--- config.mk ---
export PLATFORM = sky130hd
export DESIGN_NAME = mem_stage_flat
export DESIGN_NICKNAME = d
export VERILOG_FILES = /design/src/rtl/mem_stage_if.sv /design/src/rtl/mem_stage.sv /design/src/flat_wrapper.sv
export SDC_FILE = /design/constraint.sdc
export NUM_CORES = 1
export LEC_CHECK = 0
export BUFFER_PORTS_ARGS = -buffer_cell sky130_fd_sc_hd__buf_2
export CAP_MARGIN = 10
export CORE_MARGIN = 1
export CORE_UTILIZATION = 50
export CTS_BUF_LIST = sky130_fd_sc_hd__clkbuf_4 sky130_fd_sc_hd__clkbuf_8
export CTS_CLUSTER_SIZE = 8
export DETAILED_ROUTE_END_ITERATION = 12
export GPL_ROUTABILITY_DRIVEN = 0
export PLACE_DENSITY = 0.82
export SLEW_MARGIN = 20
export SYNTH_ARGS = -nofsm -noshare
export SYNTH_HDL_FRONTEND = slang
export SYNTH_SLANG_ARGS = --single-unit
--- constraint.sdc ---
create_clock -name clk -period 4.74 [get_ports clk]
set_input_delay 0.474 -clock clk [delete_from_list [all_inputs] [get_ports clk]]
set_output_delay 0.474 -clock clk [all_outputs]
set_load 0.01 [all_outputs]
--- src/rtl/mem_stage_if.sv ---
// Handshake and data bus bundle between the EX, MEM and WB pipeline stages.
// The MEM stage uses the slave modport; the surrounding pipeline (or a bench) uses master.
interface mem_stage_if;
  localparam int ES_TO_MS_BUS_WD = 74;
  localparam int MS_TO_WS_BUS_WD = 70;
  localparam int MS_TO_DS_BUS_WD = 39;

  logic                       ms_allowin;
  logic                       es_to_ms_valid;
  logic [ES_TO_MS_BUS_WD-1:0] es_to_ms_bus;
  logic                       data_sram_data_ok;
  logic [31:0]                data_sram_rdata;
  logic                       ws_allowin;
  logic                       ms_to_ws_valid;
  logic [MS_TO_WS_BUS_WD-1:0] ms_to_ws_bus;
  logic [MS_TO_DS_BUS_WD-1:0] ms_to_ds_bus;

  modport master (
    input  ms_allowin,
    input  ms_to_ws_valid,
    input  ms_to_ws_bus,
    input  ms_to_ds_bus,
    output es_to_ms_valid,
    output es_to_ms_bus,
    output data_sram_data_ok,
    output data_sram_rdata,
    output ws_allowin
  );

  modport slave (
    output ms_allowin,
    output ms_to_ws_valid,
    output ms_to_ws_bus,
    output ms_to_ds_bus,
    input  es_to_ms_valid,
    input  es_to_ms_bus,
    input  data_sram_data_ok,
    input  data_sram_rdata,
    input  ws_allowin
  );
endinterface

--- src/rtl/mem_stage.sv ---
// MEM pipeline stage: waits for load data, extracts/extends bytes and halves, hands off to WB.
// Optional macro MS_FWD_EN drives live forwarding info on ms_to_ds_bus (otherwise tied to zero).
module mem_stage (
  input  logic        clk,
  input  logic        resetn,
  mem_stage_if.slave  bus_if
);

  localparam int ES_TO_MS_BUS_WD = 74;
  localparam int MS_TO_WS_BUS_WD = 70;
  localparam int MS_TO_DS_BUS_WD = 39;

  localparam logic [2:0] LD_LW  = 3'b000;
  localparam logic [2:0] LD_LB  = 3'b001;
  localparam logic [2:0] LD_LBU = 3'b010;
  localparam logic [2:0] LD_LH  = 3'b011;
  localparam logic [2:0] LD_LHU = 3'b100;

  typedef enum logic [1:0] {
    EMPTY     = 2'd0,
    WAIT_DATA = 2'd1,
    READY     = 2'd2
  } state_t;

  state_t                     state;
  state_t                     accept_state;
  logic                       ms_valid;
  logic [ES_TO_MS_BUS_WD-1:0] es_bus_r;
  logic [31:0]                rdata_buf;

  logic        ms_ready_go;
  logic        ms_allowin;
  logic        accept;
  logic        transfer;

  logic        res_from_mem;
  logic [2:0]  ld_type;
  logic        gr_we;
  logic [4:0]  dest;
  logic [31:0] alu_result;
  logic [31:0] pc;
  logic [1:0]  addr_lo;
  logic [7:0]  ld_byte;
  logic [15:0] ld_half;
  logic [31:0] ld_data;
  logic [31:0] final_result;

  assign {res_from_mem, ld_type, gr_we, dest, alu_result, pc} = es_bus_r;
  assign addr_lo = alu_result[1:0];

  assign ms_ready_go = (state == READY);
  assign ms_allowin  = ~ms_valid | (ms_ready_go & bus_if.ws_allowin);
  assign accept      = bus_if.es_to_ms_valid & ms_allowin;
  assign transfer    = ms_valid & ms_ready_go & bus_if.ws_allowin;

  // Where a freshly accepted instruction lands depends on whether it needs memory data.
  assign accept_state = bus_if.es_to_ms_bus[ES_TO_MS_BUS_WD-1] ? WAIT_DATA : READY;

  always_ff @(posedge clk or negedge resetn) begin
    if (!resetn) begin
      ms_valid <= 1'b0;
      state    <= EMPTY;
    end else begin
      if (ms_allowin) begin
        ms_valid <= bus_if.es_to_ms_valid;
      end
      case (state)
        EMPTY: begin
          if (accept) begin
            state <= accept_state;
          end
        end
        WAIT_DATA: begin
          if (bus_if.data_sram_data_ok) begin
            state <= READY;
          end
        end
        READY: begin
          if (transfer) begin
            state <= accept ? accept_state : EMPTY;
          end
        end
        default: state <= EMPTY;
      endcase
    end
  end

  // Payload registers carry no reset; a data_ok outside WAIT_DATA must not disturb rdata_buf.
  always_ff @(posedge clk) begin
    if (accept) begin
      es_bus_r <= bus_if.es_to_ms_bus;
    end
    if ((state == WAIT_DATA) && bus_if.data_sram_data_ok) begin
      rdata_buf <= bus_if.data_sram_rdata;
    end
  end

  always_comb begin
    ld_byte = rdata_buf[7:0];
    case (addr_lo)
      2'd0:    ld_byte = rdata_buf[7:0];
      2'd1:    ld_byte = rdata_buf[15:8];
      2'd2:    ld_byte = rdata_buf[23:16];
      default: ld_byte = rdata_buf[31:24];
    endcase
  end

  assign ld_half = addr_lo[1] ? rdata_buf[31:16] : rdata_buf[15:0];

  // Reserved ld_type codes fall through to a full-word load.
  always_comb begin
    ld_data = rdata_buf;
    case (ld_type)
      LD_LB:   ld_data = {{24{ld_byte[7]}}, ld_byte};
      LD_LBU:  ld_data = {24'd0, ld_byte};
      LD_LH:   ld_data = {{16{ld_half[15]}}, ld_half};
      LD_LHU:  ld_data = {16'd0, ld_half};
      LD_LW:   ld_data = rdata_buf;
      default: ld_data = rdata_buf;
    endcase
  end

  assign final_result = res_from_mem ? ld_data : alu_result;

  assign bus_if.ms_allowin     = ms_allowin;
  assign bus_if.ms_to_ws_valid = ms_valid & ms_ready_go;
  assign bus_if.ms_to_ws_bus   = {gr_we, dest, final_result, pc};

`ifdef MS_FWD_EN
  logic load_pending;
  assign load_pending        = ms_valid & (state == WAIT_DATA);
  assign bus_if.ms_to_ds_bus = {ms_valid & gr_we, load_pending, dest, final_result};
`else
  assign bus_if.ms_to_ds_bus = {MS_TO_DS_BUS_WD{1'b0}};
`endif

endmodule

--- src/flat_wrapper.sv ---
// flat-port wrapper written by rule: the top's interface ports become plain ports
module mem_stage_flat 
  (clk, resetn, bus_if_ms_allowin, bus_if_ms_to_ws_valid, bus_if_ms_to_ws_bus, bus_if_ms_to_ds_bus, bus_if_es_to_ms_valid, bus_if_es_to_ms_bus, bus_if_data_sram_data_ok, bus_if_data_sram_rdata, bus_if_ws_allowin);
  mem_stage_if bus_if_i ();
  input  logic clk;
  input  logic resetn;
  output wire logic [$bits(bus_if_i.ms_allowin)-1:0] bus_if_ms_allowin;
  output wire logic [$bits(bus_if_i.ms_to_ws_valid)-1:0] bus_if_ms_to_ws_valid;
  output wire logic [$bits(bus_if_i.ms_to_ws_bus)-1:0] bus_if_ms_to_ws_bus;
  output wire logic [$bits(bus_if_i.ms_to_ds_bus)-1:0] bus_if_ms_to_ds_bus;
  input wire logic [$bits(bus_if_i.es_to_ms_valid)-1:0] bus_if_es_to_ms_valid;
  input wire logic [$bits(bus_if_i.es_to_ms_bus)-1:0] bus_if_es_to_ms_bus;
  input wire logic [$bits(bus_if_i.data_sram_data_ok)-1:0] bus_if_data_sram_data_ok;
  input wire logic [$bits(bus_if_i.data_sram_rdata)-1:0] bus_if_data_sram_rdata;
  input wire logic [$bits(bus_if_i.ws_allowin)-1:0] bus_if_ws_allowin;
  assign bus_if_ms_allowin = bus_if_i.ms_allowin;
  assign bus_if_ms_to_ws_valid = bus_if_i.ms_to_ws_valid;
  assign bus_if_ms_to_ws_bus = bus_if_i.ms_to_ws_bus;
  assign bus_if_ms_to_ds_bus = bus_if_i.ms_to_ds_bus;
  assign bus_if_i.es_to_ms_valid = bus_if_es_to_ms_valid;
  assign bus_if_i.es_to_ms_bus = bus_if_es_to_ms_bus;
  assign bus_if_i.data_sram_data_ok = bus_if_data_sram_data_ok;
  assign bus_if_i.data_sram_rdata = bus_if_data_sram_rdata;
  assign bus_if_i.ws_allowin = bus_if_ws_allowin;
  mem_stage u_core (.clk(clk), .resetn(resetn), .bus_if(bus_if_i));
endmodule
==> out/summary.txt <==
number of synthesized flops with an enable pin: 106
warnings from Yosys: 0
Slew headroom: 40.5%
Main synth FF type: edfxtp_1
DRT Wirelength: 12.4 mm
top post-synthesis cells by count: edfxtp_1, buf_4, nand2_1
die height: 107 µm
Gate Count Post-Synth: 422
Hold Path Class: primary input to register
setup_tns: 0 ns
fin crit share: 73.0%
min Tclk post-route: 3.46 ns
ANT nets after route: 0
TritonCTS clock tree: built
most used standard cell by instance count after synthesis: edfxtp_1
hold path depth: 1
FMAX: 289 MHz
WP data required: 4.27 ns
Max Cap Violations: 0
status: completed
maximum VDD drop: 0.303 mV
Hold Buf Count CTS: 1
DRC Markers: 0
ys async rst share: 2.75%
Inserted Diodes: 0
Post-DP HPWL: 9.19 mm
Syn Area/Cell: 13.0 µm²
vias per cell: 5.45
Syn-to-layout area delta: 14.5%
row count: 37
IO Pins: 222
min setup slack post-route: 1.28 ns
RSZ-0062 raised after global routing: false
DR pass1 iterations: 5
Worst Tran Pin Value: 0.889 ns
Initial Utilization: 52.3%
largest net degree at the start of global routing: 53
Finished Cell Area: 6260 µm²
Final Hold Fails: 0
final hold slack: 0.261 ns
wire per inst: 17.7 µm
sequential share of the synthesized area: 59.5%
placed cell area: 6060 µm²
Distinct cells, synth: 51
Worst-Skew Late Latency: 0.37 ns
number of setup violations in the final report: 0
synth top area cells: edfxtp_1, buf_4, mux4_2
pre-CTS WS: 1.68 ns
R2R cell count: 4
PwrDens: 364 nW/µm²
die span in x: 107 µm
CTS resizes: 0
clk slew on worst S/H paths: 0.11 ns
Crit Path Max Fanout: 20
DIE AREA: 11,400 µm²
grt ovf: 0
Synth area leader: edfxtp_1
CTS H-tree depth: 3
type of origin of the critical path: register
overall global routing resource usage: 22.1%
Max clock buf depth: 2
CP Capture Type: output pin
postcts setup bufs: 0
leakage: 2.55 nW
clk root buf: clkbuf_8
top cell type's share of synthesized area: 58.2%
DRT iter0 DRCs: 271
Synth Register Bits: 109
initial antenna violation count: 0
Critical Path AT: 2.99 ns
routed via count: 3,819
Max Slew Vio Count: 0
clk_skew: 0.00789 ns
first-pass GRT wire length: 18.8 mm
# port buffers: 182
TritonCTS Sinks: 109
Mapped Area: 5470 µm²
vias in the first global route: 3,777
Post-layout nets: 671
CTS Buf Count: 9
WS Path Type: register to output pin
fin util: 59.9%
share of cells above drive strength 1: 41.1%
core box area: 10,500 µm²
==> area by class of cell <==
| type | count | area (µm²) |
|---|---|---|
| well taps | 136 | 170 |
| repair buffers | 189 | 966 |
| clock inverters | 7 | 67.6 |
| fillers | 828 | 4200 |
| multi-input cells | 226 | 1580 |
| inverters | 25 | 95.1 |
| flip-flops and latches | 109 | 3260 |
| clock buffers | 9 | 124 |
==> worst max-delay path: stages (launching register included) <==
cell	delay, ns
edfxtp_1	0.75
and2b_1	0.26
mux4_2	0.49
o2111ai_4	0.62
o221ai_1	0.28
buf_2	0.21
==> report_power, final <==
group          internal [W]  leakage (nW)  switching, W
combinational      0.000206          1.46      0.000298
clock              0.000202        0.0867      0.000335
sequential          0.00117         0.998     0.0000626
==> kinds of logic (layout without fill, tap and decap cells) <==
kind of cell | count (synthesis) | in the layout | synth area share, %
flops | 109 | 109 | 59.5
other cells | 1 | 39 | 0.0685
compound gates | 92 | 92 | 14.0
simple gates | 76 | 76 | 6.86
xor+xnor | 2 | 2 | 0.320
buf+inv | 125 | 230 | 14.4
mux | 17 | 17 | 4.78
==> final timing paths <==
kind	from	endpoint	slack, ns
max reg2reg	u_core.state[0]	u_core.es_bus_r[60]	2.52
min in group asynchronous	resetn	u_core.state[1]	0.44
min reg2reg	u_core.state[0]	u_core.state[1]	0.52
min	bus_if_es_to_ms_bus[9]	u_core.es_bus_r[9]	0.26
max	u_core.es_bus_r[71]	bus_if_ms_to_ws_bus[48]	1.28
max in group asynchronous	resetn	u_core.ms_valid	4.20
==> routing by layer <==
metal / vias to the layer above / track usage [%] / routed length [µm]
met2: 226 / 38.4 / 6190
met1: 1816 / 24.8 / 4770
met3: 37 / 5.59 / 1020
li1: 1740 / - / -
met5: - / 0 / 0
met4: 0 / 11.9 / 443
==> registers in the layout, indices dropped and copies added, names as in the netlist <==
name / count
u_core.es_bus_r: 74
u_core.ms_valid: 1
u_core.rdata_buf: 32
u_core.state: 2
==> cell usage in the layout, fill, tap and decap left out, types with 9 or more instances in the layout <==
cell | netlist | final
nor2b_1 | 10 | 10
nand2_1 | 37 | 37
clkbuf_8 | 0 | 9
o221ai_2 | 10 | 10
buf_2 | 8 | 182
o21ai_0 | 9 | 9
a31oi_1 | 20 | 20
inv_1 | 24 | 23
nor2_1 | 11 | 11
edfxtp_1 | 106 | 106
conb_1 | 1 | 39
==> through the flow <==
stage                     std cells  power [W]
final                           701    0.00228
after global routing            701    0.00237
after CTS                       701    0.00230
after detailed placement        684    0.00176
after global placement          684    0.00174
after floorplan                 460    0.00162
No activity file was read; power rests on OpenSTA's default activity.
